$ cat src/rtl/point_fetch_pkg.sv
// point_fetch_pkg: shared definitions for the point_fetch engine.
//   - shared-memory addresses of the host and client status words
//   - bit positions inside the host status word and inside a point word
//   - FSM state encoding
//   - helpers that build the client acknowledge word and point addresses
package point_fetch_pkg;

  localparam logic [31:0] HOST_STAT_ADDR   = 32'h0000_0400;
  localparam logic [31:0] CLIENT_STAT_ADDR = 32'h0000_0404;

  // Host status word fields
  localparam int GO_BIT = 31;
  localparam int ID_MSB = 15;
  localparam int ID_LSB = 8;
  localparam int N_MSB  = 7;
  localparam int N_LSB  = 0;

  // Point word fields; bits [31:25] carry no meaning
  localparam int X_MSB     = 11;
  localparam int X_LSB     = 0;
  localparam int Y_MSB     = 23;
  localparam int Y_LSB     = 12;
  localparam int LASER_BIT = 24;

  typedef enum logic [2:0] {
    S_IDLE,
    S_POLL,
    S_POLL_WAIT,
    S_FETCH,
    S_FETCH_WAIT,
    S_OUT,
    S_ACK
  } state_e;

  // Client status word: done flag in [31], echoed id and count below.
  function automatic logic [31:0] ack_word(input logic [7:0] id, input logic [7:0] n);
    return {1'b1, 15'b0, id, n};
  endfunction

  // Byte address of point word idx (word index lives in [9:2]).
  function automatic logic [31:0] point_addr(input logic [7:0] idx);
    return {22'b0, idx, 2'b00};
  endfunction

endpackage

$ cat src/rtl/point_fetch_poll_timer.sv
// point_fetch_poll_timer: idle-period counter between host status polls.
//   clk_i      in   clock
//   rst_ni     in   synchronous active-low reset
//   en_i       in   count while high (engine idle); counter clears when low
//   expired_o  out  high on the last of POLL_CYCLES enabled cycles
module point_fetch_poll_timer #(
  parameter int POLL_CYCLES = 1000
) (
  input  logic clk_i,
  input  logic rst_ni,
  input  logic en_i,
  output logic expired_o
);

  localparam int               CW   = $clog2(POLL_CYCLES + 1);
  localparam logic [CW-1:0]    TERM = CW'(POLL_CYCLES - 1);

  logic [CW-1:0] cnt_q, cnt_d;

  assign expired_o = en_i && (cnt_q == TERM);

  // Clearing whenever the engine leaves IDLE gives every idle stretch its
  // full length, independent of where the previous one was cut short.
  always_comb begin
    cnt_d = '0;
    if (en_i && !expired_o) begin
      cnt_d = cnt_q + 1'b1;
    end
  end

  always_ff @(posedge clk_i) begin
    if (!rst_ni) begin
      cnt_q <= '0;
    end else begin
      cnt_q <= cnt_d;
    end
  end

endmodule

$ cat src/rtl/point_fetch.sv
// point_fetch: polls the host status word, fetches the host point list from
// shared RAM and streams it as (x, y, laser) points; acknowledges each newly
// completed frame id once in the client status word.
//   clk, reset_n            clock, synchronous active-low reset
//   mem_addr/mem_din        shared-memory read port (data one cycle after addr)
//   mem_dout/mem_we         client status write (only at 0x404)
//   pt_valid/pt_ready       point handshake; pt_x, pt_y, pt_laser, pt_last payload
//   busy                    high whenever the engine is not idle
//   frame_count             completed list renders (wraps)
module point_fetch
  import point_fetch_pkg::*;
#(
  parameter int POLL_CYCLES = 1000
) (
  input  logic        clk,
  input  logic        reset_n,
  output logic [31:0] mem_addr,
  input  logic [31:0] mem_din,
  output logic [31:0] mem_dout,
  output logic        mem_we,
  output logic        pt_valid,
  input  logic        pt_ready,
  output logic [11:0] pt_x,
  output logic [11:0] pt_y,
  output logic        pt_laser,
  output logic        pt_last,
  output logic        busy,
  output logic [15:0] frame_count
);

  state_e      state_q, state_d;
  logic [7:0]  id_q, id_d;
  logic [7:0]  n_q, n_d;
  logic [7:0]  idx_q, idx_d;
  logic [7:0]  acked_id_q, acked_id_d;
  logic        acked_valid_q, acked_valid_d;
  logic        pt_valid_q, pt_valid_d;
  logic [11:0] pt_x_q, pt_x_d;
  logic [11:0] pt_y_q, pt_y_d;
  logic        pt_laser_q, pt_laser_d;
  logic        pt_last_q, pt_last_d;
  logic [15:0] fc_q, fc_d;
  logic        poll_due;
  logic        din_id_new;
  logic        list_id_new;
  logic        unused_din_bits;

  point_fetch_poll_timer #(
    .POLL_CYCLES(POLL_CYCLES)
  ) u_poll_timer (
    .clk_i    (clk),
    .rst_ni   (reset_n),
    .en_i     (state_q == S_IDLE),
    .expired_o(poll_due)
  );

  // Bits [30:25] of the status/point words carry nothing for this block.
  assign unused_din_bits = ^mem_din[30:25];

  // An id needs acknowledging if nothing was acked since reset or it differs.
  assign din_id_new  = !acked_valid_q || (mem_din[ID_MSB:ID_LSB] != acked_id_q);
  assign list_id_new = !acked_valid_q || (id_q != acked_id_q);

  always_comb begin
    state_d       = state_q;
    id_d          = id_q;
    n_d           = n_q;
    idx_d         = idx_q;
    acked_id_d    = acked_id_q;
    acked_valid_d = acked_valid_q;
    pt_valid_d    = pt_valid_q;
    pt_x_d        = pt_x_q;
    pt_y_d        = pt_y_q;
    pt_laser_d    = pt_laser_q;
    pt_last_d     = pt_last_q;
    fc_d          = fc_q;
    mem_addr      = '0;
    mem_dout      = '0;
    mem_we        = 1'b0;

    case (state_q)
      S_IDLE: begin
        if (poll_due) state_d = S_POLL;
      end
      S_POLL: begin
        mem_addr = HOST_STAT_ADDR;
        state_d  = S_POLL_WAIT;
      end
      S_POLL_WAIT: begin
        // id and count stay frozen from here until the next poll.
        id_d  = mem_din[ID_MSB:ID_LSB];
        n_d   = mem_din[N_MSB:N_LSB];
        idx_d = '0;
        if (!mem_din[GO_BIT]) begin
          state_d = S_IDLE;
        end else if (mem_din[N_MSB:N_LSB] == 8'd0) begin
          // Empty list: ack a new id once, then rest in IDLE rather than
          // re-polling back to back.
          state_d = din_id_new ? S_ACK : S_IDLE;
        end else begin
          state_d = S_FETCH;
        end
      end
      S_FETCH: begin
        mem_addr = point_addr(idx_q);
        state_d  = S_FETCH_WAIT;
      end
      S_FETCH_WAIT: begin
        pt_x_d     = mem_din[X_MSB:X_LSB];
        pt_y_d     = mem_din[Y_MSB:Y_LSB];
        pt_laser_d = mem_din[LASER_BIT];
        pt_last_d  = (idx_q == n_q - 8'd1);
        pt_valid_d = 1'b1;
        state_d    = S_OUT;
      end
      S_OUT: begin
        if (pt_ready) begin
          pt_valid_d = 1'b0;
          if (pt_last_q) begin
            fc_d    = fc_q + 16'd1;
            // Straight back to POLL so a new frame takes over at the list end.
            state_d = list_id_new ? S_ACK : S_POLL;
          end else begin
            idx_d   = idx_q + 8'd1;
            state_d = S_FETCH;
          end
        end
      end
      S_ACK: begin
        mem_addr      = CLIENT_STAT_ADDR;
        mem_dout      = ack_word(id_q, n_q);
        mem_we        = 1'b1;
        acked_id_d    = id_q;
        acked_valid_d = 1'b1;
        state_d       = (n_q == 8'd0) ? S_IDLE : S_POLL;
      end
      default: begin
        state_d = S_IDLE;
      end
    endcase
  end

  always_ff @(posedge clk) begin
    if (!reset_n) begin
      state_q       <= S_IDLE;
      id_q          <= '0;
      n_q           <= '0;
      idx_q         <= '0;
      acked_id_q    <= '0;
      acked_valid_q <= 1'b0;
      pt_valid_q    <= 1'b0;
      pt_x_q        <= '0;
      pt_y_q        <= '0;
      pt_laser_q    <= 1'b0;
      pt_last_q     <= 1'b0;
      fc_q          <= '0;
    end else begin
      state_q       <= state_d;
      id_q          <= id_d;
      n_q           <= n_d;
      idx_q         <= idx_d;
      acked_id_q    <= acked_id_d;
      acked_valid_q <= acked_valid_d;
      pt_valid_q    <= pt_valid_d;
      pt_x_q        <= pt_x_d;
      pt_y_q        <= pt_y_d;
      pt_laser_q    <= pt_laser_d;
      pt_last_q     <= pt_last_d;
      fc_q          <= fc_d;
    end
  end

  assign pt_valid    = pt_valid_q;
  assign pt_x        = pt_x_q;
  assign pt_y        = pt_y_q;
  assign pt_laser    = pt_laser_q;
  assign pt_last     = pt_last_q;
  assign busy        = (state_q != S_IDLE);
  assign frame_count = fc_q;

endmodule

$ cat config.mk
export PLATFORM = sky130hd
export DESIGN_NAME = point_fetch
export DESIGN_NICKNAME = d
export VERILOG_FILES = /design/src/rtl/point_fetch_pkg.sv /design/src/rtl/point_fetch_poll_timer.sv /design/src/rtl/point_fetch.sv
export SDC_FILE = /design/constraint.sdc
export NUM_CORES = 1
export LEC_CHECK = 0
export CAP_MARGIN = 20
export CORE_ASPECT_RATIO = 1.25
export CORE_MARGIN = 2
export CORE_UTILIZATION = 44
export CTS_BUF_LIST = sky130_fd_sc_hd__clkbuf_8
export DETAILED_ROUTE_END_ITERATION = 7
export PLACE_DENSITY = 0.79
export SLEW_MARGIN = 20
export SYNTH_ARGS = -nofsm -noshare
export SYNTH_HDL_FRONTEND = slang
export SYNTH_SLANG_ARGS = --single-unit
$ cat constraint.sdc
create_clock -name clk -period 1.8 [get_ports clk]
set_input_delay 0.27 -clock clk [delete_from_list [all_inputs] [get_ports clk]]
set_output_delay 0.27 -clock clk [all_outputs]
set_load 0.01 [all_outputs]
==> impl_metrics.csv <==
group,metric,value,unit
worst_setup_path,worst_path_most_repeated_cell,"buf_6",
final_layout,drive_gt1_frac,0.2251,
cts,cts_inserted_buffers,9,
power_and_ir_drop,power_density,594.6,nW/um2
synthesis,yosysMostFrequentCell,"nand2_1",
place,dpl_cell_area,5957,um2
worst_setup_path,crit_fanout,5,
final_layout,final_cell_area,6369,um2
global_route,track_usage,0.2142,
synthesis,synth_edf_count,0,
drt,ant_nets,0,
cts,path_clk_slew,90,ps
timing,skew,4.881,ps
power_and_ir_drop,total_power,3.787,mW
final_layout,fin_nets,737,
final_layout,insertedDiodeCount,0,
worst_setup_path,path_cells,"nand3b_1 > inv_2 > buf_6 > buf_6 > and2_4 > buf_6",
power_and_ir_drop,p_switching,0.9037,mW
drt,drt_iter0_markers,256,
min_path,min_path_type,"in -> reg",
global_route,use_met1,0.2261,
drt,wl_per_cell,14.81,um
synthesis,synth_top_cells_by_count,"nand2_1, dfxtp_1, and2_1",
worst_setup_path,crit_type,"reg -> out",
power_and_ir_drop,p_sw_frac,0.2386,
cts,clock-sinks,89,
floorplan,io_pins,144,
timing,hold_viol_final,0,
timing,report.final.setup_viol,5,
global_route,grt_pass1_wl,19410,um
global_route,grt_overflow,0,
drt,via_count,4230,
global_route,grt_max_degree,32,
run_status,status,"finished with violations",
timing,rsz0062_at_grt,"yes",
final_layout,seqCellArea,1805,um2
power_and_ir_drop,seqPwrFrac,0.521,
synthesis,synthArstFlopShare,0,
run,max_cap_violations,0,
floorplan,core,10160,um2
timing,setup_ws,-53.40,ps
global_route,gr-usage-met2,0.3916,
power_and_ir_drop,vdd_ir_drop_max,0.0004734,V
cts,htree_levels,3,
global_route,use_met3,0.06437,
worst_setup_path,path_buf_inv,4,
power_and_ir_drop,leakagePower,2.568,nW
drt,post_drt_via_cell_ratio,5.090,
final_layout,multi_input_area,2711,um2
synthesis,synth_top_cell_by_area,"dfxtp_1",
timing,finalCriticalPeriod,1853,ps
cts,cts_tree,"done",
worst_setup_path,cpPeakStageDelay,370,ps
worst_setup_path,setup.worst_path.start_class,"flop",
synthesis,netlist_area,4608,um2
cts,clock_latency,360,ps
timing,fmax,539.5,MHz
synthesis,ys_ff_latch,89,
timing,slew_violations,0,
global_route,grt.busiest_layer,"met2",
power_and_ir_drop,internal_power,2.883,mW
floorplan,start_util,0.4537,
synthesis,yosys_warnings,0,
worst_setup_path,cp_slowest_cell,"dfxtp_4",
worst_setup_path,worst_path_dominant_cell_family,"buffers and inverters",
synthesis,syn_avg_cell_area,8.348,um2
global_route,first_global_vias,4207,
place,place_congestion,0.8517,
place,post-dp-hpwl,8978,um
synthesis,synth_cell_type_count,51,
power_and_ir_drop,pwr-share-clk,0.425,
floorplan,die_w,95.54,um
drt,drc,0,
global_route,antenna_found_initial,0,
cts,root_buffer,"clkbuf_8",
worst_setup_path,endpoint_kind,"output port",
place,port_buffers,99,
worst_setup_path,rrSetupSlack,30,ps
cts,cts_hold_buf,0,
drt,wl,12310,um
worst_setup_path,arrival,1580,ps
floorplan,num_rows,41,
floorplan,fp.dieH,118.4,um
run_status,violations,"setup timing",
drt,first_pass_iters,4,
synthesis,ys.flop_type,"dfxtp_1",
cts,clockBufferDepth,2,
final_layout,fillers,844,
worst_setup_path,required,1530,ps
synthesis,seq_area_frac_synth,0.3866,
synthesis,ys_top_cells_by_area,"dfxtp_1, nand2_1, a21boi_0",
power_and_ir_drop,p_comb_frac,0.054,
final_layout,area_growth,38.20,%
timing,finalCritPeriodShare,1.030,
synthesis,synth_top_area_share,0.3866,
floorplan,die_area,11310,um2
synthesis,synth_cells,552,
[tightest hold or removal path, cell delays in order]
cell and delay (ps):
buf_2 170, nand4_1 100, o31ai_1 70
[flip-flops by register name, summed over array words and instances, names as in the netlist, 3 cells and up]
register,count
pt_y,12
idx_q,8
pt_x,12
acked_id_q,8
u_poll_timer.cnt_q,10
id_q,8
frame_count,16
n_q,8
state_q,3
[kinds of logic after synthesis]
logic type | Yosys count | share of synthesized area
AOI/OAI and AO/OA | 85 | 0.1295
xor gates and xnor gates | 51 | 0.09693
adders and majority gates | 5 | 0.01358
buffers and inverters | 76 | 0.09449
DFF | 89 | 0.3866
muxes | 1 | 0.002172
other | 1 | 0.0008138
and+or+nand+nor | 244 | 0.2759
[power groups by stage]
stage                     sequential, mW  combinational (mW)  clock (mW)
after floorplan                     2.02               0.148           0
after global placement              2.02               0.198           0
after detailed placement            2.03               0.201           0
after CTS                           1.98               0.202        1.63
after global routing                1.97               0.226        1.72
final                               1.97               0.206        1.61
[repair_timing]
item	in CTS	in global routing
setup buffers	3	3
pin swaps	1	13
setup endpoints to repair	40	32
gates resized for setup	109	59
[per-layer routing]
layer,up-vias,part of all wire
li1,2048,-
met1,2003,0.37
met2,158,0.54
met3,21,0.069
met4,0,0.021
met5,-,0
[stage by stage]
stage               setup slack (ps)  setup TNS (ps)  std cells  utilization  hold WS, ps
floorplan                      12.85               0        589            -        414.9
global placement              -394.6           -4204        810       0.5865        443.0
CTS                           -10.43          -28.06        829       0.6114        276.2
finish                        -53.40          -177.4        831       0.6270        285.3
global route                  -86.13          -537.3        831       0.6270        280.7
detailed placement            -418.7           -4719        810       0.5865        457.9
[area by class of cell]
type,instances,share of cell area
inverter,12,0.007073
sequential,89,0.2835
multi-input combinational,424,0.4257
timing repair buffer,161,0.2218
clock buffer,9,0.01945
clock inverter,7,0.01709
tap,129,0.02534
[cell usage in the layout (no fill, tap or decap), types with 7 or more instances in the layout]
master / instances
a21boi_0: 42
and2_1: 34
and2_4: 9
buf_2: 10
buf_4: 56
buf_6: 14
clkbuf_2: 7
clkbuf_8: 9
clkdlybuf4s50_1: 70
conb_1: 38
dfxtp_1: 80
inv_1: 7
nand2_1: 100
nand3_1: 12
nand4_1: 9
nor2_1: 24
o21a_1: 9
o21ai_0: 11
xnor2_1: 27
xor2_1: 24
[final timing paths]
kind | from | to | cells after the start
worst max-delay path | state_q[0] | mem_dout[12] | 6
worst min-delay path | reset_n | pt_last | 3
worst max register to register | n_q[3] | pt_last | 5
worst min register to register | pt_x[1] | pt_x[1] | 2
Power figures use the tool's default switching activity.
